[config.mk]
export PLATFORM = sky130hd
export DESIGN_NAME = sobel_out_framer_flat
export DESIGN_NICKNAME = d
export VERILOG_FILES = /design/src/rtl/sobel_pkg.sv /design/src/rtl/sobel_out_framer_if.sv /design/src/rtl/sobel_sync_fifo.sv /design/src/rtl/sobel_out_framer.sv /design/src/flat_wrapper.sv
export SDC_FILE = /design/constraint.sdc
export NUM_CORES = 1
export LEC_CHECK = 0
export CAP_MARGIN = 20
export CORE_AREA = 2 2 219 135
export DETAILED_ROUTE_END_ITERATION = 12
export DIE_AREA = 0 0 221 137
export PLACE_DENSITY_LB_ADDON = 0.1
export SYNTH_ARGS = -nofsm -noshare
export SYNTH_HDL_FRONTEND = slang
export SYNTH_SLANG_ARGS = --single-unit
[constraint.sdc]
create_clock -name clk -period 3.36 [get_ports clk]
set_input_delay 0.336 -clock clk [delete_from_list [all_inputs] [get_ports clk]]
set_output_delay 0.336 -clock clk [all_outputs]
set_load 0.01 [all_outputs]
[src/rtl/sobel_pkg.sv]
// Shared types for the Sobel output path: pixel width, flag bit positions
// and the 11-bit framed word {eof, eol, sof, pixel}.
package sobel_pkg;

  localparam int PIX_W   = 8;
  localparam int SOF_BIT = 8;
  localparam int EOL_BIT = 9;
  localparam int EOF_BIT = 10;
  localparam int WORD_W  = 11;

  typedef logic [WORD_W-1:0] framed_pix_t;

  function automatic framed_pix_t pack_pix(input logic eof, input logic eol,
                                           input logic sof, input logic [PIX_W-1:0] pix);
    return {eof, eol, sof, pix};
  endfunction

endpackage

[src/rtl/sobel_out_framer_if.sv]
// Framed ready/valid output stream of the Sobel framer.
interface sobel_out_framer_if;
  import sobel_pkg::*;

  logic             m_valid;
  logic             m_ready;
  logic [PIX_W-1:0] m_data;
  logic             m_sof;
  logic             m_eol;
  logic             m_eof;

  modport master (output m_valid, m_data, m_sof, m_eol, m_eof, input m_ready);
  modport slave  (input m_valid, m_data, m_sof, m_eol, m_eof, output m_ready);

endinterface

[src/rtl/sobel_sync_fifo.sv]
// Synchronous FIFO of framed pixels with fall-through read; DEPTH must be a
// power of two so the pointers wrap naturally.
module sobel_sync_fifo
  import sobel_pkg::*;
#(
  parameter int DEPTH = 16
) (
  input  logic                     clk,
  input  logic                     rst,
  input  logic                     push_i,
  input  framed_pix_t              wdata_i,
  input  logic                     pop_i,
  output framed_pix_t              rdata_o,
  output logic                     full_o,
  output logic                     empty_o,
  output logic [$clog2(DEPTH):0]   count_o
);

  localparam int PW = $clog2(DEPTH);

  framed_pix_t   mem_q [DEPTH];
  logic [PW-1:0] wr_ptr_q, rd_ptr_q;
  logic [PW:0]   count_q, count_d;
  logic          wr_en, rd_en;

  assign full_o  = (count_q == (PW+1)'(DEPTH));
  assign empty_o = (count_q == {(PW+1){1'b0}});
  assign count_o = count_q;
  assign rdata_o = mem_q[rd_ptr_q];
  assign wr_en   = push_i && !full_o;
  assign rd_en   = pop_i && !empty_o;

  always_comb begin
    count_d = count_q;
    case ({wr_en, rd_en})
      2'b10:   count_d = count_q + (PW+1)'(1);
      2'b01:   count_d = count_q - (PW+1)'(1);
      default: count_d = count_q;
    endcase
  end

  always_ff @(posedge clk) begin
    if (rst) begin
      wr_ptr_q <= {PW{1'b0}};
      rd_ptr_q <= {PW{1'b0}};
      count_q  <= {(PW+1){1'b0}};
    end else begin
      if (wr_en) wr_ptr_q <= wr_ptr_q + PW'(1);
      if (rd_en) rd_ptr_q <= rd_ptr_q + PW'(1);
      count_q <= count_d;
    end
  end

  // Storage array is left unreset so it maps onto plain RAM.
  always_ff @(posedge clk) begin
    if (wr_en) mem_q[wr_ptr_q] <= wdata_i;
  end

endmodule

[src/rtl/sobel_out_framer.sv]
// Re-frames the unstallable Sobel pixel stream into a tagged ready/valid stream.
// Optional build macro SOBEL_FRAMER_THRESH_EN adds a binarising threshold input.
module sobel_out_framer
  import sobel_pkg::*;
#(
  parameter int WIDTH      = 128,
  parameter int HEIGHT     = 128,
  parameter int FIFO_DEPTH = 16
) (
  input  logic             clk,
  input  logic             rst,
  input  logic             in_valid,
  input  logic [PIX_W-1:0] in_pixel,
`ifdef SOBEL_FRAMER_THRESH_EN
  input  logic [PIX_W-1:0] thresh,
`endif
  sobel_out_framer_if.master m_if,
  output logic             overflow,
  output logic             frame_done
);

  localparam int COL_W = $clog2(WIDTH);
  localparam int ROW_W = $clog2(HEIGHT);
  localparam int CNT_W = $clog2(FIFO_DEPTH) + 1;
  localparam logic [COL_W-1:0] COL_LAST = COL_W'(WIDTH - 3);
  localparam logic [ROW_W-1:0] ROW_LAST = ROW_W'(HEIGHT - 3);

  logic [COL_W-1:0] col_q, col_d;
  logic [ROW_W-1:0] row_q, row_d;
  logic             overflow_q, overflow_d;
  logic             frame_done_q, frame_done_d;
  logic             sof, eol, eof, push, pop;
  logic [PIX_W-1:0] store_pix;
  framed_pix_t      wdata, rdata;
  logic             fifo_full, fifo_empty;
  logic [CNT_W-1:0] fifo_count;

  // Counters advance on every strobe, stored or dropped, to keep framing aligned.
  always_comb begin
    col_d = col_q;
    row_d = row_q;
    if (in_valid) begin
      if (col_q == COL_LAST) begin
        col_d = {COL_W{1'b0}};
        if (row_q == ROW_LAST) begin
          row_d = {ROW_W{1'b0}};
        end else begin
          row_d = row_q + ROW_W'(1);
        end
      end else begin
        col_d = col_q + COL_W'(1);
      end
    end else begin
      col_d = col_q;
      row_d = row_q;
    end
  end

  assign sof = (col_q == {COL_W{1'b0}}) && (row_q == {ROW_W{1'b0}});
  assign eol = (col_q == COL_LAST);
  assign eof = eol && (row_q == ROW_LAST);

`ifdef SOBEL_FRAMER_THRESH_EN
  assign store_pix = (in_pixel >= thresh) ? 8'd255 : 8'd0;
`else
  assign store_pix = in_pixel;
`endif

  assign wdata = pack_pix(eof, eol, sof, store_pix);
  // Input acceptance looks only at the registered count, never at m_ready.
  assign push  = in_valid && (fifo_count < CNT_W'(FIFO_DEPTH));
  assign pop   = m_if.m_valid && m_if.m_ready;

  assign overflow_d   = overflow_q || (in_valid && fifo_full);
  assign frame_done_d = pop && rdata[EOF_BIT];

  always_ff @(posedge clk) begin
    if (rst) begin
      col_q        <= {COL_W{1'b0}};
      row_q        <= {ROW_W{1'b0}};
      overflow_q   <= 1'b0;
      frame_done_q <= 1'b0;
    end else begin
      col_q        <= col_d;
      row_q        <= row_d;
      overflow_q   <= overflow_d;
      frame_done_q <= frame_done_d;
    end
  end

  sobel_sync_fifo #(.DEPTH(FIFO_DEPTH)) u_fifo (
    .clk     (clk),
    .rst     (rst),
    .push_i  (push),
    .wdata_i (wdata),
    .pop_i   (pop),
    .rdata_o (rdata),
    .full_o  (fifo_full),
    .empty_o (fifo_empty),
    .count_o (fifo_count)
  );

  // Output fields are forced to zero while empty so reset reads all-zero.
  assign m_if.m_valid = !fifo_empty;
  assign m_if.m_data  = fifo_empty ? {PIX_W{1'b0}} : rdata[PIX_W-1:0];
  assign m_if.m_sof   = !fifo_empty && rdata[SOF_BIT];
  assign m_if.m_eol   = !fifo_empty && rdata[EOL_BIT];
  assign m_if.m_eof   = !fifo_empty && rdata[EOF_BIT];
  assign overflow     = overflow_q;
  assign frame_done   = frame_done_q;

endmodule

[src/flat_wrapper.sv]
// flat-port wrapper written by rule: the top's interface ports become plain ports
module sobel_out_framer_flat import sobel_pkg::*;
#(
  parameter int WIDTH      = 128,
  parameter int HEIGHT     = 128,
  parameter int FIFO_DEPTH = 16
)
  (clk, rst, in_valid, in_pixel, overflow, frame_done, m_if_m_valid, m_if_m_data, m_if_m_sof, m_if_m_eol, m_if_m_eof, m_if_m_ready);
  sobel_out_framer_if m_if_i ();
  input  logic clk;
  input  logic rst;
  input  logic in_valid;
  input  logic [PIX_W-1:0] in_pixel;
  output logic overflow;
  output logic frame_done;
  output wire logic [$bits(m_if_i.m_valid)-1:0] m_if_m_valid;
  output wire logic [$bits(m_if_i.m_data)-1:0] m_if_m_data;
  output wire logic [$bits(m_if_i.m_sof)-1:0] m_if_m_sof;
  output wire logic [$bits(m_if_i.m_eol)-1:0] m_if_m_eol;
  output wire logic [$bits(m_if_i.m_eof)-1:0] m_if_m_eof;
  input wire logic [$bits(m_if_i.m_ready)-1:0] m_if_m_ready;
  assign m_if_m_valid = m_if_i.m_valid;
  assign m_if_m_data = m_if_i.m_data;
  assign m_if_m_sof = m_if_i.m_sof;
  assign m_if_m_eol = m_if_i.m_eol;
  assign m_if_m_eof = m_if_i.m_eof;
  assign m_if_i.m_ready = m_if_m_ready;
  sobel_out_framer #(.WIDTH(WIDTH), .HEIGHT(HEIGHT), .FIFO_DEPTH(FIFO_DEPTH)) u_core (.clk(clk), .rst(rst), .in_valid(in_valid), .in_pixel(in_pixel), .m_if(m_if_i), .overflow(overflow), .frame_done(frame_done));
endmodule
==> results.cfg <==
[clocking]
cts_tree = done
cts-root-buf = clkbuf_16
clk_latency_ns = 0.51
cts_buffers = 23
clk_path_buf_depth = 3
cts.sinks = 209
clk_pin_slew_worst_paths_ns = 0.06
cts_max_level = 1
cts_hold_buf = 0

[critical_path]
r2r_slack_ns = 0.51
r2r_start = u_core.u_fifo.count_o[1]$_SDFFE_PP0P_
crit_end = m_if_m_eof
critPathCaptureType = output port
critPathMaxFanout = 10
crit_arrival_ns = 2.81
cp-start-kind = flop
path_class = reg -> out
r2r_end = u_core.u_fifo.count_o[4]$_SDFFE_PP0P_
cp.required_ns = 3.02
worstRegToRegCells = 10

[floorplanning]
dieArea_um2 = 30300
core_region_area_um2 = 28300
initial_core_util_pct = 29.5
io_pins = 26
fp.dieW_um = 221
die_h_um = 137
core.rowCount = 48

[detailed_routing]
dr.pass1.iters = 4
wire_per_inst_um = 20.5
viasPerCell = 4.66
vias = 4270
drtIter0Drc = 274
ant_nets = 0
postRouteWirelength_um = 18800
drc_errors = 0

[final_layout]
utilization_pct = 35.1
final_area_um2 = 9940
n_fill_cell = 2651
seq_area_um2 = 5950
final_nets = 554
area_delta_synth_final_pct = 19.1
antennaDiodeCount = 0
multiInputGateArea_um2 = 2290
drive_gt1_share_pct = 22.6

[global_route]
grt_pass1_vias = 4352
grt_pass1_wl_um = 28400
groute.usage.overall_pct = 12.8
overflow = 0
grt_max_degree = 34
antenna_found_initial = 0

[sta]
tns_ns = 0
rsz0062_at_grt = no
hold_viol = 0
hold_ws_ns = 0.488
finalCritPeriodShare_pct = 93.7
clock_skew_ns = 0.00746
tightest_slew_ns = 0.866
timing.final.max_slew_violations = 0
setup_violations = 0
min_period_ns = 3.15
fmax_mhz = 318
max_slew_margin_pct = 42.1

[pwr]
combPwrFrac_pct = 23.4
p_sw_mw = 1.87
switching_share_pct = 26.9
pwr_density_cell_nw_per_um2 = 698
design_power_total_mw = 6.94
pwr-share-clk_pct = 33.1
p_int_mw = 5.07
p_leak_nw = 3.23
pwr-share-seq_pct = 43.6
peakVddDrop_mv = 0.288

[status]
status = finished, final reports clean

[yosys]
synthFlopType = edfxtp_1
postSynthCellCount = 467
synth.area.top_cells = edfxtp_1, mux4_2, dfxtp_1
ys_seq_area_share_pct = 71.3
syn_nets = 493
synthArstFlopShare_pct = 0
synth_top_cell_area_share_pct = 63.4
syn_area_um2 = 8340
ys_warn_count = 0
synth_edf_count = 176
yosysTopAreaCell = edfxtp_1
syn_area_per_cell_um2 = 17.9
synth.distinct_cells = 43
synth-seq-cells = 209

[placement]
io_buffers = 25
placed_area_um2 = 9200
gp_congestion = 0.750
dpl.hpwl_um = 12300

[job]
cap_violations = 0

[hold_path]
hold_depth = 2
hold_path.class = reg -> reg
[sequential cells by signal, indices dropped and copies added, names as in the netlist, named ones only]
signal                  flops
u_core.u_fifo.mem_q       176
u_core.u_fifo.rd_ptr_q      4
u_core.u_fifo.wr_ptr_q      4
u_core.frame_done           1
u_core.overflow             1
u_core.col_q                7
u_core.row_q                7
u_core.u_fifo.count_o       5
[what timing repair did]
action / in CTS / in global routing
setup endpoints to repair: 2 / 4
gates resized for setup: 2 / 1
setup buffers: 0 / 8
[synthesized netlist by cell type (2+ instances only)]
cell type  instances
o22ai_1           11
edfxtp_1         176
xor2_1            14
o21ai_0            2
and2_1             2
dfxtp_1           33
mux2i_1           24
nor3_1             4
ha_1              14
a21o_1             2
xnor2_1            6
and3_1             2
nand2_1           18
nor4_1             3
clkbuf_1          15
nor2_1            43
mux4_2            45
inv_4              2
nor4b_1            2
buf_2              6
inv_1              7
nand4_1            8
a21oi_1            4
or3_1              2
nand2b_1           4
[placed cells by master (no fill, tap or decap), types with 3 or more instances in the layout]
| cell type | count |
|---|---|
| mux2i_1 | 21 |
| inv_1 | 7 |
| edfxtp_1 | 176 |
| nor3_2 | 5 |
| o22ai_1 | 11 |
| nor4_1 | 3 |
| xor2_1 | 14 |
| xnor2_1 | 6 |
| mux4_2 | 45 |
| nand2b_1 | 4 |
| dfxtp_1 | 31 |
| nor2_1 | 43 |
| nand2_1 | 18 |
| clkbuf_1 | 7 |
| clkinv_1 | 4 |
| ha_1 | 14 |
| clkdlybuf4s50_1 | 25 |
| mux2i_2 | 3 |
| nand4_1 | 8 |
| a21oi_1 | 4 |
| buf_4 | 31 |
| clkbuf_16 | 23 |
[critical path, stage by stage, from the launching register on]
cell             delay (ns)
dfxtp_4                0.45
buf_4                  0.18
mux4_2                 0.50
mux4_2                 0.51
and2_1                 0.19
clkdlybuf4s50_1        0.47
[metal layers]
metal  share of wire (%)  track usage (%)
met2                  42             18.9
met4                 1.8             2.83
met5                   0                0
met1                  51             19.0
met3                 4.9             3.01
[how the worst min path moves through the flow]
stage / slack (ns) / startpoint / to
after floorplan: 0.43 / in_pixel[0] / u_core.u_fifo.mem_q[0][0]$_DFFE_PP_
after global placement: 0.49 / u_core.overflow$_SDFF_PP0_ / u_core.overflow$_SDFF_PP0_
after detailed placement: 0.47 / u_core.overflow$_SDFF_PP0_ / u_core.overflow$_SDFF_PP0_
after CTS: 0.49 / u_core.overflow$_SDFF_PP0_ / u_core.overflow$_SDFF_PP0_
after global routing: 0.56 / u_core.u_fifo.rd_ptr_q[3]$_SDFFE_PP0P_ / u_core.u_fifo.rd_ptr_q[3]$_SDFFE_PP0P_
final: 0.49 / u_core.overflow$_SDFF_PP0_ / u_core.overflow$_SDFF_PP0_
[through the flow]
step | cells | setup slack (ns)
floorplan | 467 | 0.596
global placement | 870 | 0.402
detailed placement | 870 | 0.409
CTS | 908 | 0.0129
global route | 916 | 0.0720
finish | 916 | 0.211
[cell type report]
class / instances / share of cell area, %
sequential: 209 / 59.9
tap: 375 / 4.72
clock inverter: 8 / 0.642
inverter: 9 / 0.390
clock buffer: 30 / 6.06
timing repair buffer: 58 / 5.26
multi-input combinational: 227 / 23.1
[cells by family after synthesis]
family	Yosys count	synth area share [%]
multiplexers	69	15.0
flip-flops	209	71.3
XOR/XNOR	20	2.10
buffers and inverters	31	1.63
AND/OR/NAND/NOR	95	5.46
AO/OA/AOI/OAI	29	2.40
adder cells (fa/ha/maj)	14	2.10
[power by group through the flow]
stage	sequential, mW	combinational [mW]	clock, mW
after floorplan	3.01	0.994	0
after global placement	3.10	1.55	0
after detailed placement	3.10	1.56	0
after CTS	3.05	1.57	2.38
after global routing	3.04	1.76	2.48
final	3.02	1.62	2.30
No activity file was read; power rests on OpenSTA's default activity.
